**src/rtl/ct_seq_controller_if.sv**
```systemverilog
// Result stream from the CT sequencer to its consumer.
// A beat transfers on a rising edge where res_valid && res_ready; the master holds
// res_data stable while res_valid=1 and res_ready=0, and never withdraws a valid beat
// except on abort or reset.
interface ct_seq_controller_if #(
  parameter int DW = 8
) ();
  logic          res_valid;
  logic [DW-1:0] res_data;
  logic          res_ready;

  modport master (output res_valid, output res_data, input res_ready);
  modport slave  (input res_valid, input res_data, output res_ready);
endinterface

```
**src/rtl/ct_seq_controller.sv**
```systemverilog
// Sequencer for the CT datapath: walks the kernel row-major, broadcasting one weight and
// the matching image window to the PE array per cycle, then streams the PE results out.
module ct_seq_controller #(
  parameter int DW       = 8,
  parameter int IMG      = 4,
  parameter int KER      = 3,
  parameter int PRE_DLY  = 5,
  parameter int PIPE_DLY = 2
) (
  input  logic                                      clk,
  input  logic                                      reset,
  input  logic                                      start,
  input  logic                                      abort,
  input  logic [IMG*IMG*DW-1:0]                     image,
  input  logic [KER*KER*DW-1:0]                     kernel,
  input  logic [(IMG-KER+1)*(IMG-KER+1)*DW-1:0]     pe_result,
  output logic                                      clear,
  output logic [DW-1:0]                             weight_out,
  output logic [(IMG-KER+1)*(IMG-KER+1)*DW-1:0]     subject_in,
  output logic                                      busy,
  output logic                                      done,
  output logic [2:0]                                dbg_state,
  ct_seq_controller_if.master                       res
);

  localparam int OUT  = IMG - KER + 1;
  localparam int NRES = OUT * OUT;
  localparam int CMAX = (NRES > PRE_DLY) ? ((NRES > PIPE_DLY) ? NRES : PIPE_DLY)
                                         : ((PRE_DLY > PIPE_DLY) ? PRE_DLY : PIPE_DLY);
  localparam int CW   = $clog2(CMAX + 1);
  localparam int RW   = (KER > 1) ? $clog2(KER) : 1;

  localparam logic [CW-1:0] PRE_LAST   = CW'((PRE_DLY > 0) ? PRE_DLY - 1 : 0);
  localparam logic [CW-1:0] DRAIN_LAST = CW'((PIPE_DLY > 0) ? PIPE_DLY - 1 : 0);
  localparam logic [CW-1:0] RES_LAST   = CW'(NRES - 1);
  localparam logic [RW-1:0] K_LAST     = RW'(KER - 1);

  typedef enum logic [2:0] {
    S_IDLE  = 3'd0,
    S_INIT  = 3'd1,
    S_PRE   = 3'd2,
    S_CALC  = 3'd3,
    S_DRAIN = 3'd4,
    S_OUT   = 3'd5,
    S_DONE  = 3'd6
  } state_e;

  state_e                 state_q, state_d;
  logic [CW-1:0]          cnt_q, cnt_d;
  logic [RW-1:0]          r_q, r_d, c_q, c_d;

  logic                   clear_q, clear_d;
  logic [DW-1:0]          weight_q, weight_d;
  logic [NRES*DW-1:0]     subject_q, subject_d;
  logic                   busy_q, busy_d;
  logic                   res_valid_q, res_valid_d;
  logic [DW-1:0]          res_data_q, res_data_d;
  logic                   done_q, done_d;

  // State and all outputs share one register so outputs line up with the state they belong to.
  always_ff @(posedge clk or negedge reset) begin
    if (!reset) begin
      state_q     <= S_IDLE;
      cnt_q       <= '0;
      r_q         <= '0;
      c_q         <= '0;
      clear_q     <= 1'b1;
      weight_q    <= '0;
      subject_q   <= '0;
      busy_q      <= 1'b0;
      res_valid_q <= 1'b0;
      res_data_q  <= '0;
      done_q      <= 1'b0;
    end else begin
      state_q     <= state_d;
      cnt_q       <= cnt_d;
      r_q         <= r_d;
      c_q         <= c_d;
      clear_q     <= clear_d;
      weight_q    <= weight_d;
      subject_q   <= subject_d;
      busy_q      <= busy_d;
      res_valid_q <= res_valid_d;
      res_data_q  <= res_data_d;
      done_q      <= done_d;
    end
  end

  always_comb begin
    state_d = state_q;
    cnt_d   = cnt_q;
    r_d     = r_q;
    c_d     = c_q;
    if (state_q != S_IDLE && abort) begin
      state_d = S_IDLE;
      cnt_d   = '0;
      r_d     = '0;
      c_d     = '0;
    end else begin
      case (state_q)
        S_IDLE: if (start) state_d = S_INIT;
        S_INIT: begin
          cnt_d   = '0;
          r_d     = '0;
          c_d     = '0;
          state_d = (PRE_DLY > 0) ? S_PRE : S_CALC;
        end
        S_PRE: begin
          if (cnt_q == PRE_LAST) begin
            cnt_d   = '0;
            state_d = S_CALC;
          end else begin
            cnt_d = cnt_q + 1'b1;
          end
        end
        S_CALC: begin
          if (c_q == K_LAST) begin
            c_d = '0;
            if (r_q == K_LAST) begin
              r_d     = '0;
              cnt_d   = '0;
              state_d = (PIPE_DLY > 0) ? S_DRAIN : S_OUT;
            end else begin
              r_d = r_q + 1'b1;
            end
          end else begin
            c_d = c_q + 1'b1;
          end
        end
        S_DRAIN: begin
          if (cnt_q == DRAIN_LAST) begin
            cnt_d   = '0;
            state_d = S_OUT;
          end else begin
            cnt_d = cnt_q + 1'b1;
          end
        end
        S_OUT: begin
          if (res_valid_q && res.res_ready) begin
            if (cnt_q == RES_LAST) begin
              cnt_d   = '0;
              state_d = S_DONE;
            end else begin
              cnt_d = cnt_q + 1'b1;
            end
          end
        end
        S_DONE:  state_d = S_IDLE;
        default: state_d = S_IDLE;
      endcase
    end
  end

  // Outputs are decoded from the next state/counters so they register alongside the state.
  always_comb begin
    clear_d     = 1'b0;
    busy_d      = 1'b1;
    weight_d    = '0;
    subject_d   = '0;
    res_valid_d = 1'b0;
    res_data_d  = '0;
    done_d      = 1'b0;
    case (state_d)
      S_IDLE: begin
        clear_d = 1'b1;
        busy_d  = 1'b0;
      end
      S_CALC: begin
        weight_d = kernel[(int'(r_d) * KER + int'(c_d)) * DW +: DW];
        for (int i = 0; i < OUT; i++) begin
          for (int j = 0; j < OUT; j++) begin
            subject_d[(i * OUT + j) * DW +: DW] =
              image[((i + int'(r_d)) * IMG + j + int'(c_d)) * DW +: DW];
          end
        end
      end
      S_OUT: begin
        res_valid_d = 1'b1;
        res_data_d  = pe_result[int'(cnt_d) * DW +: DW];
      end
      S_DONE: begin
        done_d  = 1'b1;
        clear_d = 1'b1;
      end
      default: ;
    endcase
  end

  assign clear         = clear_q;
  assign weight_out    = weight_q;
  assign subject_in    = subject_q;
  assign busy          = busy_q;
  assign done          = done_q;
  assign dbg_state     = state_q;
  assign res.res_valid = res_valid_q;
  assign res.res_data  = res_data_q;

endmodule

```
**src/flat_wrapper.sv**
```systemverilog
// flat-port wrapper written by rule: the top's interface ports become plain ports
module ct_seq_controller_flat 
#(
  parameter int DW       = 8,
  parameter int IMG      = 4,
  parameter int KER      = 3,
  parameter int PRE_DLY  = 5,
  parameter int PIPE_DLY = 2
)
  (clk, reset, start, abort, image, kernel, pe_result, clear, weight_out, subject_in, busy, done, dbg_state, res_res_valid, res_res_data, res_res_ready);
  ct_seq_controller_if #(.DW(DW)) res_i ();
  input  logic clk;
  input  logic reset;
  input  logic start;
  input  logic abort;
  input  logic [IMG*IMG*DW-1:0] image;
  input  logic [KER*KER*DW-1:0] kernel;
  input  logic [(IMG-KER+1)*(IMG-KER+1)*DW-1:0] pe_result;
  output logic clear;
  output logic [DW-1:0] weight_out;
  output logic [(IMG-KER+1)*(IMG-KER+1)*DW-1:0] subject_in;
  output logic busy;
  output logic done;
  output logic [2:0] dbg_state;
  output wire logic [$bits(res_i.res_valid)-1:0] res_res_valid;
  output wire logic [$bits(res_i.res_data)-1:0] res_res_data;
  input wire logic [$bits(res_i.res_ready)-1:0] res_res_ready;
  assign res_res_valid = res_i.res_valid;
  assign res_res_data = res_i.res_data;
  assign res_i.res_ready = res_res_ready;
  ct_seq_controller #(.DW(DW), .IMG(IMG), .KER(KER), .PRE_DLY(PRE_DLY), .PIPE_DLY(PIPE_DLY)) u_core (.clk(clk), .reset(reset), .start(start), .abort(abort), .image(image), .kernel(kernel), .pe_result(pe_result), .clear(clear), .weight_out(weight_out), .subject_in(subject_in), .busy(busy), .done(done), .dbg_state(dbg_state), .res(res_i));
endmodule
```
**config.mk**
```make
export PLATFORM = sky130hd
export DESIGN_NAME = ct_seq_controller_flat
export DESIGN_NICKNAME = d
export VERILOG_FILES = /design/src/rtl/ct_seq_controller_if.sv /design/src/rtl/ct_seq_controller.sv /design/src/flat_wrapper.sv
export SDC_FILE = /design/constraint.sdc
export NUM_CORES = 1
export LEC_CHECK = 0
export BUFFER_PORTS_ARGS = -buffer_cell sky130_fd_sc_hd__buf_2
export CORE_MARGIN = 4
export CORE_UTILIZATION = 39
export CTS_CLUSTER_DIAMETER = 40
export DETAILED_ROUTE_END_ITERATION = 7
export GPL_TIMING_DRIVEN = 0
export PLACE_DENSITY = 0.68
export SYNTH_ARGS = -nofsm -noshare
export SYNTH_HDL_FRONTEND = slang
export SYNTH_SLANG_ARGS = --single-unit
export TNS_END_PERCENT = 100
```
**constraint.sdc**
```tcl
create_clock -name clk -period 4.4 [get_ports clk]
set_clock_uncertainty 0.05 [all_clocks]
set_input_delay 0.22 -clock clk [delete_from_list [all_inputs] [get_ports clk]]
set_output_delay 0.22 -clock clk [all_outputs]
set_load 0.005 [all_outputs]
```
**Word level (Yosys, flattened, before mapping)**

Cells that the tools add are included.

- Add/subtract/negate cells: 11
- Multiply operators: 1
- Equal/unequal tests: 13
- Shift-type cells: 6
- Mux-type cells: 31
- Reduce and logical (&&, ||, !) cells: 6

Operator list:

| kind | number |
|---|---|
| $shiftx 128x32->8 | 4 |
| $add 29x3->29 | 4 |
| $shiftx 72x32->8 | 1 |
| $mux 3 | 15 |
| $mux 32 | 1 |
| $shiftx 32x7->8 | 1 |
| $add 29x2->29 const B | 1 |
| $pmux 3 s6 | 1 |
| $mux 8 | 2 |
| $eq 3x3->1 const B | 5 |
| $pmux 3 s5 | 1 |
| $eq 3x2->1 const B | 4 |
| $mux 2 | 5 |
| $pmux 2 s2 | 2 |
| $eq 3x1->1 const B | 2 |
| $logic_not 3->1 | 2 |
| $add 4x1->5 const B | 1 |
| $add 4x2->5 | 1 |
| $add 2x1->2 const B | 2 |
| $eq 2x2->1 const B | 2 |
| $mul 2x2->4 const B | 1 |
| $mux 1 | 4 |
| $add 1x2->3 const A | 1 |
| $add 3x1->3 const B | 1 |
| other kinds (3) | 4 |

- Register bits after elaboration: 62
- Bits of input ports: 237
- Output and inout port bits: 55
- Word-level logic and storage cells: 79

**Depth between registers and ports, before layout**

Gate-level depths: netlist of run 1.

- Word-level depth: 10
- Mapped depth: 18
- Depth with buffers taken out: 13

**Least setup slack after synthesis of run 1**

OpenSTA, ideal clock, no wires.

- Kind: register to register
- Start: register u_core.c_q[0]
- End: register u_core.weight_q[0], in the netlist u_core.weight_out[0]
- Setup time: 0.073 ns
- Arrival: 3.964 ns
- Data required time: 4.277 ns
- Path slack: 0.313 ns
- Stages on the path, launching flop included: 15
- Buffers on the path: 6
- Period minus slack after synthesis: 4.087 ns
- Cells stage by stage: dfrtp_1 -> buf_2 -> nor3b_1 -> nand4b_1 -> a31o_1 -> buf_4 -> clkbuf_1 -> clkbuf_1 -> ha_1 -> fa_1 -> clkbuf_1 -> clkbuf_1 -> nor3b_1 -> a31oi_1 -> nor2_1

- Word-level cells in the longest chain between the ends: 8
- Elaborated cells between the ends (all ways): 16
- Those cells by class: add/sub (2); mul (1); eq/ne (2); shift (1); mux (10)

Ends and longest elaborated chain:

| element | RTL line | RTL |
|---|---|---|
| start, declared | ct_seq_controller.sv:50 | `logic [RW-1:0] r_q, r_d, c_q, c_d;` |
| start signal, assigned | ct_seq_controller.sv:66 | `c_q <= '0;` |
| start signal, assigned | ct_seq_controller.sv:78 | `c_q <= c_d;` |
| $eq 2x2->1 | ct_seq_controller.sv:117 | `if (c_q == K_LAST) begin` |
| $mux 2 | ct_seq_controller.sv:117 |  |
| $pmux 2 s2 | ct_seq_controller.sv:100 | `case (state_q)` |
| $mux 2 | ct_seq_controller.sv:94 | `if (state_q != S_IDLE && abort) begin` |
| $mul 2x2->4 | ct_seq_controller.sv:169 | `weight_d = kernel[(int'(r_d) * KER + int'(c_d)) * DW +: DW];` |
| $add 29x3->29 | ct_seq_controller.sv:169 |  |
| $shiftx 72x32->8 | ct_seq_controller.sv:169 |  |
| $mux 8 (*) | ct_seq_controller.sv:163 | `case (state_d)` |
| net u_core.weight_d[0] | ct_seq_controller.sv:53 | `logic [DW-1:0] weight_q, weight_d;` |
| end signal, assigned | ct_seq_controller.sv:80 | `weight_q <= weight_d;` |
| end, declared | ct_seq_controller.sv:53 |  |

Mark *: on every way through the listed nets, which the timed path passes. The rest lies on a longest branch.

**Final worst setup path of run 1**

- Start: register u_core.state_q[0], in the netlist u_core.dbg_state[0]
- End: register u_core.weight_q[1], in the netlist u_core.weight_out[1]

- Word-level cells in the longest chain between the ends: 7
- Elaborated cells between the ends (all ways): 26
- Those cells by class: add/sub (1); mul (1); eq/ne (6); shift (1); mux (14); reduce/logical (3)

Ends and longest elaborated chain:

| element | RTL line | RTL |
|---|---|---|
| start, declared | ct_seq_controller.sv:48 | `state_e state_q, state_d;` |
| start signal, assigned | ct_seq_controller.sv:75 | `state_q <= state_d;` |
| $eq 3x2->1, or another cell as far along | ct_seq_controller.sv:100 |  |
| $pmux 2 s2 or $logic_and 1x1->1 (tied branches) | ct_seq_controller.sv:100, ct_seq_controller.sv:94 |  |
| $mux 2 | ct_seq_controller.sv:94 |  |
| $mul 2x2->4 | ct_seq_controller.sv:169 |  |
| $add 29x3->29 | ct_seq_controller.sv:169 |  |
| $shiftx 72x32->8 | ct_seq_controller.sv:169 |  |
| $mux 8 (*) | ct_seq_controller.sv:163 |  |
| net u_core.weight_d[1] | ct_seq_controller.sv:53 |  |

Marks and branches as above.

==> results by group, run 1 <==
Cells and area
  – Area occupied by multi-input gates: 4474 um^2
  – Layout area overhead: 32.41%
  – Final core utilization: 53.07%
  – Fin nets: 1220
  – Reg area: 1553 um^2
  – Diodes inserted: 0
  – Filler instances: 1549
  – Final Non-Filler Cells: 1192
  – Layout cell share with drive strength beyond 1: 41.19%

Die
  – CORE AREA: 16000 um^2
  – Full die area: 18560 um^2
  – Die Width: 136.2 um
  – Die Y: 136.2 um
  – Initial Util: 40.08%
  – Number of I/O pins: 292
  – # rows: 46

Clock network
  – CTS tree: done
  – CTS buffer count: 9
  – Clock slew at reported path FFs: 0.06 ns
  – Clk_lat worst skew: 0.34 ns
  – Clk root buf: clkbuf_16
  – Clock buffer depth: 2
  – Clk sinks: 62
  – H-tree level count: 3

Drt
  – Vias: 7307
  – Post-route DRC violation count: 0
  – Antenna Nets Post-Route: 0
  – Drt via density: 6.130
  – DRT Pass-1 Iters: 5
  – DRT Wirelength: 27910 um
  – Drt initial violations: 841
  – Drt wl/cell: 23.41 um

Worst setup path
  – Slowest stage delay, CP: 0.59 ns
  – CP startpoint: u_core.dbg_state[0]
  – Crit Path Max Fanout: 10
  – Crit path required time: 4.58 ns
  – R2R Setup Slk: 0.32 ns
  – Worst r2r src: u_core.dbg_state[0]
  – Crit-path cells: buf_4 -> and2b_4 -> nand4b_1 -> a31o_1 -> buf_4 -> clkbuf_1 -> clkbuf_2 -> ha_2 -> fa_2 -> clkbuf_2 -> mux4_2 -> nand2_1 -> a21oi_1 -> a31oi_1 -> nor2_1
  – Crit. End Element: register
  – Worst Path Arrival: 4.26 ns
  – Worst reg2reg path endpoint: u_core.weight_out[1]
  – Startpoint types: register
  – Path depth of the worst reg2reg path: 15
  – Slowest CP cell: fa_2
  – Critical path class: register to register

Timing
  – Min cycle time layout: 4.078 ns
  – Final hold violation count: 0
  – Slew margin rel.: 29.17%
  – Setup ws final: 0.3222 ns
  – Max-slew violation count: 0
  – Post-route setup TNS: 0 ns
  – Final Cycle Share: 92.68%
  – Fmax: 245.2 MHz
  – Setup violations, final: 0
  – Worst-margin pin slew: 1.054 ns
  – Unrepaired setup endpoints after global routing: false

Synth
  – Ys flop type: dfrtp_1
  – Largest area contributor in the netlist: dfrtp_1
  – Post-Synthesis Cell Area: 6412 um^2
  – Count leader, synth: nand3_1
  – EDFF count, synth: 0
  – Synthesized net count: 917
  – Yosys top cell area share: 23.80%
  – Post-synthesis sequential element count: 62
  – Post-synth top cells: nand3_1 (103), o211ai_1 (65), dfrtp_1 (61), mux2i_1 (49), mux4_2 (48)
  – Mapped Avg Cell Area: 9.599 um^2
  – Synth cell types: 63
  – Main area contributors after synthesis: dfrtp_1 (24%), mux4_2 (17%), nand3_1 (8.0%)
  – Sequential area share after synthesis: 24.21%
  – Gate Count Post-Synth: 668
  – YS warnings: 0
  – Async SR Flop Fraction: 100.0%

Placed design
  – Cells after DPL: 1175
  – Setup WS pre-CTS: -0.6628 ns
  – Final GP Congestion: 0.9973
  – Port bufs: 291
  – HPWL Detailed: 22410 um

Power and ir drop
  – Pleak: 3.930 nW
  – Max rail drop VDD: 0.0001957 V
  – Total power: 0.002621 W
  – Pwr dens: 308.7 nW/um^2

Outcome
  – Status: completed

GRT
  – Largest net degree at the start of global routing: 63
  – Gr ovfl total: 0
  – Tot GR Track Use: 28.96%
  – First-pass GRT wire length: 40700 um
  – Initial antenna violation count: 0
  – Vias in the first global route: 7103

Min path
  – Min-Delay Path Class: input pin to register
  – Min-delay src: kernel[70]
  – Hold Path End: u_core.weight_out[6]
  – Hold Path Depth: 3

Run
  – Maxcap violations: 0
how the worst max path moves through the flow:
stage / endpoint / cells after the start
after global placement: u_core.weight_out[0] / 14
after detailed placement: u_core.weight_out[0] / 14
final: u_core.weight_out[1] / 15
after floorplan: u_core.weight_out[0] / 14
after CTS: u_core.weight_out[6] / 17
after global routing: u_core.weight_out[6] / 17
final cells by class:
type / instances / share of cell area [%]
Multi-Input combinational cell: 529 / 52.70
Sequential cell: 62 / 18.29
Timing Repair Buffer: 293 / 17.39
Buffer: 61 / 4.156
Tap cell: 216 / 3.183
Clock buffer: 9 / 2.653
Clock inverter: 7 / 0.9726
Inverter: 15 / 0.6631
layer usage:
layer / track usage (%) / share of wire (%) / vias to the layer above
met1: 38.93 / 40 / 3434
met5: 0 / 0 / -
met3: 8.586 / 13 / 45
met2: 46.06 / 46 / 546
li1: - / - / 3282
met4: 6.943 / 1.6 / 0
worst max-delay path, delay by kind of cell (launching register included):
kind                     cells  cell delay (ns)
AO/OA/AOI/OAI                3             0.41
adder cells (fa/ha/maj)      2             0.99
buffers and inverters        5             1.38
flip-flops                   1             0.40
multiplexers                 1             0.33
AND/OR/NAND/NOR              4             0.42
cells by family after synthesis:
| kind of cell | synth area share (%) |
|---|---|
| buf+inv | 6.380 |
| fa+ha+maj | 2.459 |
| flops | 24.21 |
| xor+xnor | 1.229 |
| simple gates | 14.89 |
| compound gates | 20.70 |
| mux | 30.13 |
timing repair:
| item | in CTS | in global routing |
|---|---|---|
| setup endpoints to repair | 8 | 8 |
| hold buffers | 1 | 0 |
| cloned | 0 | 0 |
| pin swaps | 0 | 1 |
| endpoints found under the hold margin | 61 | 0 |
| resized for setup | 4 | 5 |
| buffers inserted | 0 | 1 |
cells in the final DEF (no fill, tap or decap), types with 16 or more instances in the layout:
cell type | netlist | layout
nor2_1 | 23 | 23
mux4_2 | 48 | 48
o22ai_1 | 25 | 25
clkbuf_1 | 27 | 23
nand3_1 | 103 | 103
dfrtp_1 | 61 | 61
o211ai_1 | 65 | 65
a41oi_1 | 16 | 16
o21ai_0 | 39 | 39
a21oi_1 | 17 | 17
buf_2 | 13 | 303
mux2i_1 | 49 | 49
mux2_1 | 32 | 32
nand2_1 | 23 | 23
state kept, by name (all words and copies together), names as in the netlist:
signal,flops
u_core.weight_out,8
u_core.dbg_state,3
u_core.res.res_valid,1
u_core.clear,1
u_core.c_q,2
u_core.subject_in,32
u_core.r_q,2
u_core.busy,1
u_core.res.res_data,8
u_core.cnt_q,3
u_core.done,1
stage by stage:
step / instance area, um^2 / hold slack, ns
2_1_floorplan: 6412 / -0.1256
3_3_place_gp: 8139 / 0.4284
3_5_place_dp: 8142 / 0.3242
4_1_cts: 8466 / 0.07160
5_1_grt: 8491 / 0.07958
6_report: 8491 / 0.07776
power by group:
group,total [W],internal (W),switching [W]
clock,0.000751,0.000446,0.000305
combinational,0.00125,0.000565,0.000684
sequential,0.000621,0.000604,0.0000169
total,0.00262,0.00162,0.00101
Power figures use the tool's default switching activity.
==> inputs of run 2 (changes only) <==
--- a/config.mk
+++ b/config.mk
@@ -7,11 +7,11 @@
 export LEC_CHECK = 0
 export BUFFER_PORTS_ARGS = -buffer_cell sky130_fd_sc_hd__buf_2
 export CORE_MARGIN = 4
-export CORE_UTILIZATION = 39
+export CORE_UTILIZATION = 44
 export CTS_CLUSTER_DIAMETER = 40
 export DETAILED_ROUTE_END_ITERATION = 7
 export GPL_TIMING_DRIVEN = 0
-export PLACE_DENSITY = 0.68
+export PLACE_DENSITY = 0.76
 export SYNTH_ARGS = -nofsm -noshare
 export SYNTH_HDL_FRONTEND = slang
 export SYNTH_SLANG_ARGS = --single-unit
==> results by group, run 2 (synthesized netlist as in run 1, its figures left out) <==
Timing
  – Slew margin rel.: 29.81% (+0.64 points)
  – Final hold violation count: 0 (unchanged)
  – Setup violations, final: 0 (unchanged)
  – Fmax: 243.5 MHz (-0.70%)
  – Min cycle time layout: 4.106 ns (+0.02863 ns)
  – Unrepaired setup endpoints after global routing: false
  – Final Cycle Share: 93.33% (+0.65 points)
  – Worst-margin pin slew: 1.045 ns (-0.009543 ns)
  – Max-slew violation count: 0 (unchanged)
  – Hold slack: 0.08043 ns (+0.002664 ns)

Drt
  – Drt via density: 6.380 (+4.1%)
  – DRT Pass-1 Iters: 8 (+3)
  – Drt initial violations: 937 (+11%)
  – Vias: 7394 (+1.2%)
  – Post-route DRC violation count: 0 (unchanged)
  – Antenna Nets Post-Route: 0 (unchanged)
  – DRT Wirelength: 27260 um (-2.3%)
  – Drt wl/cell: 23.52 um (+0.46%)

Placed design
  – Port bufs: 291 (unchanged)
  – Final GP Congestion: 0.9718 (-2.6%)
  – Cells after DPL: 1139 (-3.1%)
  – HPWL Detailed: 21770 um (-2.9%)

Clock network
  – Clk_lat worst skew: 0.34 ns (about the same)
  – Clock slew at reported path FFs: 0.06 ns (about the same)
  – Clk root buf: clkbuf_16
  – CTS tree: done
  – CTS buffer count: 9 (unchanged)
  – Clock buffer depth: 2 (unchanged)
  – H-tree level count: 3 (unchanged)
  – Clk sinks: 62 (unchanged)

GRT
  – Vias in the first global route: 7255 (+2.1%)
  – Gr ovfl total: 0 (unchanged)
  – Largest net degree at the start of global routing: 63 (unchanged)
  – Initial antenna violation count: 2 (+2)
  – Tot GR Track Use: 31.62% (+2.7 points)
  – First-pass GRT wire length: 39780 um (-2.3%)

Die
  – Full die area: 16570 um^2 (-11%)
  – CORE AREA: 14100 um^2 (-12%)
  – Die Y: 128.7 um (-5.5%)
  – Number of I/O pins: 292 (unchanged)
  – Die Width: 128.7 um (-5.5%)
  – # rows: 43 (-6.5%)
  – Initial Util: 45.49% (+5.4 points)

Worst setup path
  – Cell family with most CP delay: buffers and inverters
  – Slowest CP cell: fa_2
  – Startpoint types: register
  – Crit Path Max Fanout: 10 (unchanged)
  – Crit-path cells: buf_4 -> and2b_4 -> nand4b_1 -> a31o_1 -> buf_4 -> clkbuf_1 -> clkbuf_2 -> ha_2 -> fa_2 -> clkbuf_2 -> mux4_2 -> nand2_1 -> a21oi_1 -> a31oi_1 -> nor2_1
  – Crit. End Element: register
  – Crit path required time: 4.58 ns (about the same)
  – Slowest stage delay, CP: 0.59 ns (about the same)
  – Worst Path Arrival: 4.28 ns (+0.02 ns)
  – CP bufs+invs: 5 (unchanged)
  – Critical path class: register to register

Power and ir drop
  – Max rail drop VDD: 0.0001912 V (-2.3%)
  – Pleak: 3.948 nW (+0.47%)
  – Share of total power in sequential cells: 23.3% (-0.4 points)
  – Total power: 0.002668 W (+1.8%)
  – Pwr dens: 314.6 nW/um^2 (+1.9%)
  – Comb pwr share: 46.9% (-0.7 points)
  – Clock power share: 29.8% (+1.1 points)
  – Sw Pwr: 0.0009934 W (-1.2%)
  – Int Power: 0.001675 W (+3.6%)
  – Switching part of the total: 37.23% (-1.1 points)

Cells and area
  – Commonest non-fill, non-tap cell in the layout: buf_2
  – Max FFs per register: 32 (unchanged)
  – Filler instances: 1290 (-17%)
  – Area occupied by multi-input gates: 4474 um^2 (unchanged)
  – Layout cell share with drive strength beyond 1: 41.25% (+0.060 points)
  – Final Non-Filler Cells: 1159 (-2.8%)
  – Layout area overhead: 32.25%
  – Most frequent cells in the layout: buf_2 (303), nand3_1 (103), o211ai_1 (65), dfrtp_1 (61), mux2i_1 (49)
  – Reg area: 1553 um^2 (unchanged)
  – Fin nets: 1221 (+0.082%)

Run
  – Maxcap violations: 0 (unchanged)

Outcome
  – Status: completed

Min path
  – Min-Delay Path Class: input pin to register
[run 2: area by class of cell]
class,instances,area share (%)
antenna,2,0.05901
buffer,61,4.161
clock buffer,9,2.656
clock inverter,7,1.239
inverter,15,0.6639
multi-input combinational,529,52.76
sequential,62,18.31
tap,180,2.656
timing repair buffer,294,17.50
[run 2: worst min-delay path: stages]
cell	delay (ns)
buf_2	0.07
a31oi_1	0.06
nor2_1	0.08
[run 2: layer usage]
metal  track usage [%]  share of wire, %
met5             3.235              0.25
met4             10.44               2.8
met1             39.22                36
met2             48.51                46
met3             14.86                15
[run 2: stage by stage]
step	area [um^2]	utilization, %	setup TNS (ns)	setup WS [ns]
2_1_floorplan	6412	-	0	0.3129
3_3_place_gp	8094	57.42	-4.674	-0.6044
3_5_place_dp	8097	57.44	-5.111	-0.6826
4_1_cts	8443	59.90	0	0.03678
5_1_grt	8481	60.16	0	0.06126
6_report	8481	60.16	0	0.2936
[run 2: worst paths after layout]
path,to,cells past startpoint,from,slack [ns]
setup / recovery,u_core.weight_out[4],15,u_core.dbg_state[0],0.29
min in group asynchronous,u_core.res.res_data[3],2,reset,0.46
max in group asynchronous,u_core.subject_in[1],2,reset,3.29
hold / removal,u_core.weight_out[1],3,kernel[65],0.08
hold reg to reg,u_core.cnt_q[1],1,u_core.cnt_q[1],0.56
setup reg to reg,u_core.weight_out[4],15,u_core.dbg_state[0],0.29
[run 2: power by group through the flow]
stage	logic [W]	registers [W]	clock network, W
floorplan	0.000812	0.000632	0
global placement	0.00119	0.000630	0
detailed placement	0.00120	0.000632	0
CTS	0.00121	0.000621	0.000809
global route	0.00133	0.000624	0.000836
finish	0.00125	0.000621	0.000795
[run 2: what timing repair did]
item	in CTS	in global routing
setup buffers	0	2
endpoints found under the hold margin	61	0
pin swaps	0	1
hold buffers	1	0
resized for setup	4	5
setup endpoints to repair	8	8
